## src/rtl/wb_regfile_pkg.sv

```systemverilog
// Shared constants and select encodings for the writeback register file slice.
package wb_regfile_pkg;

   localparam int unsigned REG_ADDR_W = 5;
   localparam int unsigned NUM_REGS   = 32;
   localparam logic [REG_ADDR_W-1:0] REG_ZERO = 5'd0;

   typedef enum logic {
      SEL_ALU = 1'b0,
      SEL_MEM = 1'b1
   } memtoreg_sel_e;

endpackage

```

## src/rtl/wb_regfile_if.sv

```systemverilog
// MEM/WB writeback inputs, decode read ports and forwarding/status outputs.
interface wb_regfile_if #(
   parameter int unsigned DATA_W = 32
);
   import wb_regfile_pkg::*;

   logic                  RegWrite;
   logic                  MemtoReg;
   logic [DATA_W-1:0]     ReadData_in;
   logic [DATA_W-1:0]     ALU_in;
   logic [REG_ADDR_W-1:0] rd_in;
   logic [REG_ADDR_W-1:0] rs_addr;
   logic [REG_ADDR_W-1:0] rt_addr;
   logic [DATA_W-1:0]     rs_data;
   logic [DATA_W-1:0]     rt_data;
   logic [DATA_W-1:0]     wb_data;
   logic                  wb_valid;
   logic [15:0]           wr_count;

   modport slave (
      input  RegWrite, MemtoReg, ReadData_in, ALU_in, rd_in, rs_addr, rt_addr,
      output rs_data, rt_data, wb_data, wb_valid, wr_count
   );

   modport master (
      output RegWrite, MemtoReg, ReadData_in, ALU_in, rd_in, rs_addr, rt_addr,
      input  rs_data, rt_data, wb_data, wb_valid, wr_count
   );

endinterface

```

## src/rtl/wb_regfile_regfile_bank.sv

```systemverilog
// Register array with one synchronous write port and two combinational read ports.
module regfile_bank
   import wb_regfile_pkg::*;
#(
   parameter int unsigned DATA_W    = 32,
   parameter int unsigned BANK_REGS = 32
) (
   input  logic                  clk,
   input  logic                  reset,
   input  logic                  we,
   input  logic [REG_ADDR_W-1:0] waddr,
   input  logic [DATA_W-1:0]     wdata,
   input  logic [REG_ADDR_W-1:0] raddr_a,
   input  logic [REG_ADDR_W-1:0] raddr_b,
   output logic [DATA_W-1:0]     rdata_a,
   output logic [DATA_W-1:0]     rdata_b
);

   logic [DATA_W-1:0] regs [BANK_REGS];

   always_ff @(posedge clk or posedge reset) begin
      if (reset) begin
         for (int unsigned i = 0; i < BANK_REGS; i++) begin
            regs[i] <= '0;
         end
      end else if (we && waddr != REG_ZERO) begin
         regs[waddr] <= wdata;
      end
   end

   // Register 0 is hardwired to zero on both ports.
   always_comb begin
      rdata_a = (raddr_a == REG_ZERO) ? '0 : regs[raddr_a];
      rdata_b = (raddr_b == REG_ZERO) ? '0 : regs[raddr_b];
   end

endmodule

```

## src/rtl/wb_regfile.sv

```systemverilog
// Writeback stage register file: result mux, commit counter, optional
// same-cycle write-to-read bypass enabled by defining WB_BYPASS_EN.
module wb_regfile
   import wb_regfile_pkg::*;
#(
   parameter int unsigned DATA_W   = 32,
   parameter int unsigned NUM_REGS = 32
) (
   input  logic        clk,
   input  logic        reset,
   wb_regfile_if.slave bus
);

   logic [DATA_W-1:0] wb_data;
   logic              wb_valid;
   logic [DATA_W-1:0] bank_rs;
   logic [DATA_W-1:0] bank_rt;
   logic [15:0]       wr_cnt_q;

   always_comb begin
      wb_data  = (memtoreg_sel_e'(bus.MemtoReg) == SEL_MEM) ? bus.ReadData_in : bus.ALU_in;
      wb_valid = bus.RegWrite && (bus.rd_in != REG_ZERO);
   end

   regfile_bank #(
      .DATA_W    (DATA_W),
      .BANK_REGS (NUM_REGS)
   ) u_bank (
      .clk     (clk),
      .reset   (reset),
      .we      (wb_valid),
      .waddr   (bus.rd_in),
      .wdata   (wb_data),
      .raddr_a (bus.rs_addr),
      .raddr_b (bus.rt_addr),
      .rdata_a (bank_rs),
      .rdata_b (bank_rt)
   );

   always_ff @(posedge clk or posedge reset) begin
      if (reset) begin
         wr_cnt_q <= '0;
      end else if (wb_valid) begin
         wr_cnt_q <= wr_cnt_q + 16'd1;
      end
   end

`ifdef WB_BYPASS_EN
   // wb_valid already excludes register 0, so a zero address never bypasses.
   always_comb begin
      bus.rs_data = (wb_valid && !reset && bus.rs_addr == bus.rd_in) ? wb_data : bank_rs;
      bus.rt_data = (wb_valid && !reset && bus.rt_addr == bus.rd_in) ? wb_data : bank_rt;
   end
`else
   always_comb begin
      bus.rs_data = bank_rs;
      bus.rt_data = bank_rt;
   end
`endif

   always_comb begin
      bus.wb_data  = wb_data;
      bus.wb_valid = wb_valid;
      bus.wr_count = wr_cnt_q;
   end

endmodule

```

## src/flat_wrapper.sv

```systemverilog
// flat-port wrapper written by rule: the top's interface ports become plain ports
module wb_regfile_flat import wb_regfile_pkg::*;
#(
   parameter int unsigned DATA_W   = 32,
   parameter int unsigned NUM_REGS = 32
)
  (clk, reset, bus_RegWrite, bus_MemtoReg, bus_ReadData_in, bus_ALU_in, bus_rd_in, bus_rs_addr, bus_rt_addr, bus_rs_data, bus_rt_data, bus_wb_data, bus_wb_valid, bus_wr_count);
  wb_regfile_if #(.DATA_W(DATA_W)) bus_i ();
  input  logic clk;
  input  logic reset;
  input wire logic [$bits(bus_i.RegWrite)-1:0] bus_RegWrite;
  input wire logic [$bits(bus_i.MemtoReg)-1:0] bus_MemtoReg;
  input wire logic [$bits(bus_i.ReadData_in)-1:0] bus_ReadData_in;
  input wire logic [$bits(bus_i.ALU_in)-1:0] bus_ALU_in;
  input wire logic [$bits(bus_i.rd_in)-1:0] bus_rd_in;
  input wire logic [$bits(bus_i.rs_addr)-1:0] bus_rs_addr;
  input wire logic [$bits(bus_i.rt_addr)-1:0] bus_rt_addr;
  output wire logic [$bits(bus_i.rs_data)-1:0] bus_rs_data;
  output wire logic [$bits(bus_i.rt_data)-1:0] bus_rt_data;
  output wire logic [$bits(bus_i.wb_data)-1:0] bus_wb_data;
  output wire logic [$bits(bus_i.wb_valid)-1:0] bus_wb_valid;
  output wire logic [$bits(bus_i.wr_count)-1:0] bus_wr_count;
  assign bus_i.RegWrite = bus_RegWrite;
  assign bus_i.MemtoReg = bus_MemtoReg;
  assign bus_i.ReadData_in = bus_ReadData_in;
  assign bus_i.ALU_in = bus_ALU_in;
  assign bus_i.rd_in = bus_rd_in;
  assign bus_i.rs_addr = bus_rs_addr;
  assign bus_i.rt_addr = bus_rt_addr;
  assign bus_rs_data = bus_i.rs_data;
  assign bus_rt_data = bus_i.rt_data;
  assign bus_wb_data = bus_i.wb_data;
  assign bus_wb_valid = bus_i.wb_valid;
  assign bus_wr_count = bus_i.wr_count;
  wb_regfile #(.DATA_W(DATA_W), .NUM_REGS(NUM_REGS)) u_core (.clk(clk), .reset(reset), .bus(bus_i));
endmodule
```

## config.mk

```make
export PLATFORM = sky130hd
export DESIGN_NAME = wb_regfile_flat
export DESIGN_NICKNAME = d
export VERILOG_FILES = /design/src/rtl/wb_regfile_pkg.sv /design/src/rtl/wb_regfile_if.sv /design/src/rtl/wb_regfile_regfile_bank.sv /design/src/rtl/wb_regfile.sv /design/src/flat_wrapper.sv
export SDC_FILE = /design/constraint.sdc
export NUM_CORES = 2
export LEC_CHECK = 0
export CORE_MARGIN = 4
export CORE_UTILIZATION = 60
export DETAILED_ROUTE_END_ITERATION = 8
export PLACE_DENSITY = 0.79
export RECOVER_POWER = 25
export SYNTH_ARGS = -nofsm -noshare
export SYNTH_HDL_FRONTEND = slang
export SYNTH_SLANG_ARGS = --single-unit
export TNS_END_PERCENT = 20
```

## constraint.sdc

```tcl
create_clock -name clk -period 86.5 [get_ports clk]
set_input_delay 8.65 -clock clk [delete_from_list [all_inputs] [get_ports clk]]
set_output_delay 8.65 -clock clk [all_outputs]
set_load 0.03 [all_outputs]
```

## Word level (Yosys, flattened, before mapping)

Cells that the tools add are included.

| cells by class | value |
|---|---|
| add/sub/neg operators | 1 |
| multipliers | 0 |
| divide/modulo/power cells | 0 |
| magnitude comparators | 4 |
| eq/ne operators | 0 |
| shift operators | 0 |
| mux-type cells | 12 |
| bitwise logic cells | 3 |
| reductions and logical operators | 6 |

Operators by type and width:

| operator | number |
|---|---|
| 1024-bit bitwise mux | 1 |
| 32-bit binary-select mux with 5-bit select | 2 |
| 32-bit two-way mux | 8 |
| 32-bit demux with 5-bit select | 1 |
| 6-bit greater-or-equal comparator, second input constant | 3 |
| 5-bit NOT with 6-bit output | 3 |
| 16-bit by 1-bit adder with 16-bit output, second input constant | 1 |
| 5-bit zero test | 2 |
| 6-bit by 1-bit < comparator with 1-bit output, second input constant | 1 |
| 5-bit nonzero test | 1 |
| 1-bit logical AND | 3 |

| storage, ports and cells | value |
|---|---|
| bits in registers | 1,040 |
| latch bits | 0 |
| memory bits (writable) | 0 |
| memory bits (read-only) | 0 |
| input bits | 83 |
| output and inout port bits | 113 |
| logic and storage cells | 59 |
| memories kept | 0 |

## Depth between registers and ports, before layout

| logic depth | value |
|---|---|
| depth after elaboration | 6 |
| gate-level depth with buffers | 9 |
| mapped depth without buffers | 5 |

## Modules after synthesis

Synthesis repeated with hierarchy kept, for this count alone.

| unflattened totals | value |
|---|---|
| cells, all modules | 3,792 |
| area, all modules | 55,882.3 um^2 |

Modules (own cells, without submodules):

| module | instances | cells an instance | area an instance (um^2) | sequential area each (um^2) |
|---|---|---|---|---|
| regfile_bank | 1 | 3,692 | 54,711.2 | 25,624.6 |
| wb_regfile | 1 | 100 | 1,171.1 | 400.4 |

## Least setup slack after synthesis

No wires, ideal clock.

| timing | value |
|---|---|
| path kind | input -> output |
| start | input bus_rs_addr[1] |
| end | output bus_rs_data[3] |
| arrival time | 10,662 ps |
| required time | 77,850 ps |
| slack | 67,188 ps |
| stages | 7 |
| buffers on the path | 3 |
| path through | buf_2 -> or3b_1 -> clkbuf_1 -> clkbuf_1 -> o211ai_1 -> nor3_1 -> nor4_1 |

| between the ends | value |
|---|---|
| longest elaborated chain between the ends | 5 |
| elaborated cells on any way between the ends | 6 |
| those cells by class | mux: 4; bitwise: 1; reduce/logical: 1 |

Ends and longest elaborated chain:

| what | RTL line | source |
|---|---|---|
| start: declaration | flat_wrapper.sv:16 | `input wire logic [$bits(bus_i.rs_addr)-1:0] bus_rs_addr;` |
| 5-bit NOT with 6-bit output (implied by the code) | wb_regfile_regfile_bank.sv:33 | `rdata_a = (raddr_a == REG_ZERO) ? '0 : regs[raddr_a];` |
| 32-bit binary-select mux with 5-bit select | wb_regfile_regfile_bank.sv:33 |  |
| 32-bit two-way mux (implied by the code) (2 in a row) | wb_regfile_regfile_bank.sv:33 |  |
| 32-bit two-way mux * | wb_regfile_regfile_bank.sv:33 |  |
| end: declaration | flat_wrapper.sv:18 | `output wire logic [$bits(bus_i.rs_data)-1:0] bus_rs_data;` |

Every way passes the cells marked *; elsewhere a longest branch is shown, timed or not. The select of a mux whose other input is x is not followed.

## Worst setup path after layout

| timing | value |
|---|---|
| start | input bus_rs_addr[0] |
| end | output bus_rs_data[19] |

The elaborated chain is that of the path after synthesis.

==> results by group <==
Status
  – Violated checks: max-capacitance violations, max-slew violations
  – Status: finished with violations

Clock tree
  – H-tree depth: 3
  – Number of CTS-inserted buffers: 103
  – CTS Hold Bufs: 0
  – Clock Sinks: 1040
  – Clk_lat worst skew: 0.67 ns
  – CTS clk-pin slew, worst paths: 0.06 ns
  – Clk buf depth: 3
  – CTS tree: yes
  – Post_cts resized: 0
  – Root Driver: clkbuf_16
  – Post-CTS setup buffer count: 0

Final layout
  – Design Area, Final: 59250 um^2
  – Ant diodes: 0
  – Share of cells above drive strength 1: 17.26%
  – Multi-input logic area: 25150 um^2
  – Synth-to-layout area growth: 10.99%
  – Nets: 4810
  – Fill cells: 6312
  – Register area: 26030 um^2

Worst setup path
  – Flop2flop setup slack: 84.23 ns
  – Worst EP arrival: 13.41 ns
  – CP Class: input port to primary output
  – Data required, critical path: 77.85 ns
  – Worst r2r src: u_core.bus.wr_count[0]$_DFFE_PP0P_
  – CP Launch Type: input port
  – Worst-path fanout max: 52
  – Setup crit end kind: primary output
  – Worst-case reg-to-reg path depth: 5
  – RR Endpoint: u_core.bus.wr_count[10]$_DFFE_PP0P_

Timing
  – Clock skew: 0.004968 ns
  – Period minus WS final: 22.06 ns
  – Crit share post-route: 25.50%
  – Fmax achieved: 45.34 MHz
  – Slew margin rel.: -319.2%
  – Unrepaired setup endpoints after global routing: no
  – Slew Viols, Final: 1057
  – Fin Setup TNS: 0 ns
  – Worst Tran Pin Value: 6.254 ns
  – Fin. Hold Viols: 0
  – Final setup vio count: 0

Placed design
  – Detailed placer's ending HPWL: 93260 um
  – DP Area: 55630 um^2
  – I/O Buffers: 195
  – Final RePlAce weighted congestion: 0.8727

Synth
  – Syn Area/Cell: 11.00 um^2
  – Largest family of logic cells by synthesized area: multiplexers
  – EDFF count, synth: 0
  – Post-Synth Simple-Gate Area: 8.902%
  – Post-synthesis adder-cell area fraction: 0.02344%
  – Synth Cell Area: 53380 um^2
  – Yosys warning count: 0
  – Mux share of post-synthesis cell area: 23.12%
  – Yosys cell types: 52
  – Post-synthesis cell count: 4851
  – Seq cells post-synth: 1040
  – Synth Flop Type: dfrtp_1
  – Synth Area in XOR/XNOR: 0.2461%
  – Post-synth ARST share: 100.0%
  – Syn Nets: 4935
  – Compound-Gate Fraction of Synth Area: 14.15%
  – Post-synthesis sequential area ratio: 48.75%

Die
  – Initial Utilization: 60.41%
  – DIE HEIGHT: 306.3 um
  – Core box area: 88370 um^2
  – Std-Cell Rows: 109
  – Die Span X: 306.3 um
  – Die area: 93810 um^2
  – Ports: 196

Drt
  – Pre-antenna DRT Iters: 8
  – Routed Antenna Nets: 0
  – Final WL: 170900 um
  – # DRC: 0
  – Vias per Instance: 7.078
  – Initial DRC Count: 6264
  – Via count: 42330
  – WL per Instance: 28.58 um

GRT
  – Largest net degree at the start of global routing: 181
  – Vias in the first global route: 42340
  – Global route total overflow: 0
  – First-pass GRT wire length: 258300 um
  – Tot GR Track Use: 36.30%
  – Initial antenna violation count: 2

Power and ir drop
  – VDD IR-drop max: 0.02152 mV
  – Leak Pwr: 25.26 nW
  – Pwr/cell area: 25.14 nW/um^2

Hold path
  – Hold path depth: 0
  – Hold path endpoint: u_core.u_bank.regs[1008]$_DFFE_PP0P_
  – HP Start: u_core.u_bank.regs[1008]$_DFFE_PP0P_
  – Min-delay worst type: register to register

Run
  – Max Cap Viol: 15
worst max-delay path by stage:
stage                               from                                  to  slack [ns]  cells after the start
final                     bus_rs_addr[0]                     bus_rs_data[19]       64.44                      9
after floorplan                    reset  u_core.bus.wr_count[0]$_DFFE_PP0P_       48.58                      1
after global routing      bus_rs_addr[0]                     bus_rs_data[19]       64.34                      9
after CTS                 bus_rs_addr[0]                     bus_rs_data[19]       64.51                      9
after global placement    bus_rs_addr[0]                     bus_rs_data[19]       64.55                      9
after detailed placement  bus_rs_addr[0]                     bus_rs_data[19]       64.46                      9
final cells by class:
class | instances | share of cell area, %
flip-flops and latches | 1040 | 43.92
multi-input cells | 3238 | 42.44
clock buffers | 149 | 5.191
repair buffers | 306 | 4.680
well taps | 1165 | 2.460
clock inverters | 45 | 1.056
inverters | 37 | 0.2450
cells by family after synthesis:
kind of cell	after synthesis
buffers and inverters	573
xor gates and xnor gates	15
and+or+nand+nor	1185
AOI/OAI and AO/OA	1321
DFF	1040
adders and majority gates	1
muxes	716
cells in the final DEF, fill, tap and decap left out, types with 67 or more instances in the layout:
cell             netlist  layout
nand2_1              655     647
a21oi_1              387     387
mux2_2                67      67
buf_4                 33      93
o21ai_0              573     586
clkbuf_16              0     107
dfrtp_1             1040    1040
a22oi_1               67      67
mux4_2               407     407
mux2i_1              242     210
nor2_1               407     391
clkdlybuf4s50_1        0     182
synth_stat cells (all sizes together) (4+ instances only):
library cell | number | area (um^2)
nor2b | 7 | 43.79
nor2 | 407 | 1528
o221ai | 29 | 254.0
a22oi | 67 | 503.0
xnor2 | 10 | 87.58
a221o | 35 | 350.3
a211oi | 29 | 217.7
buf | 152 | 986.0
nand3 | 10 | 50.05
nand2 | 655 | 2459
mux2i | 242 | 2422
and3 | 31 | 193.9
clkbuf | 384 | 1443
o21ai | 640 | 3203
a31oi | 32 | 200.2
mux2 | 67 | 754.5
a22o | 29 | 254.0
dfrtp | 1040 | 26020
a21oi | 387 | 1937
nor3 | 36 | 180.2
a221oi | 64 | 560.5
nand4 | 4 | 25.02
nand2b | 5 | 31.28
inv | 37 | 138.9
nor3b | 5 | 47.54
mux4 | 407 | 9166
xor2 | 5 | 43.79
nand3b | 9 | 67.56
registers in the layout, indices dropped and copies added, names as in the netlist:
name	flops
u_core.bus.wr_count	16
u_core.u_bank.regs	1024
layer usage:
| layer | part of all wire [%] | track usage [%] |
|---|---|---|
| met5 | 0.016 | 0 |
| met4 | 6.6 | 20.04 |
| met3 | 14 | 10.84 |
| met2 | 44 | 53.86 |
| met1 | 36 | 48.65 |
critical path, stage by stage:
cell and delay (ns):
buf_8 0.45, buf_4 0.80, buf_4 0.60, nor2b_4 0.47, buf_4 0.54, a22o_1 0.24
a211oi_1 0.04, nor3_1 0.74, clkdlybuf4s50_1 0.82
per-stage QoR:
step / hold slack [ns] / total power [mW] / util, % / std cells / worst slack, ns
5_1_grt: 0.4114 / 1.550 / 67.04 / 5980 / 64.34
4_1_cts: 0.3973 / 1.482 / 67.13 / 5980 / 64.51
2_1_floorplan: 0.4413 / 0.8939 / - / 4851 / 48.58
6_report: 0.3935 / 1.489 / 67.04 / 5980 / 64.44
3_3_place_gp: 0.3793 / 0.9759 / 62.94 / 5786 / 64.55
3_5_place_dp: 0.3823 / 0.9953 / 62.94 / 5786 / 64.46
report_power, final:
part,total [mW],internal (mW),switching (mW)
sequential,0.673,0.589,0.0842
clock,0.489,0.292,0.197
combinational,0.328,0.160,0.168
total,1.49,1.04,0.449
(Power assumes the default switching activity.)
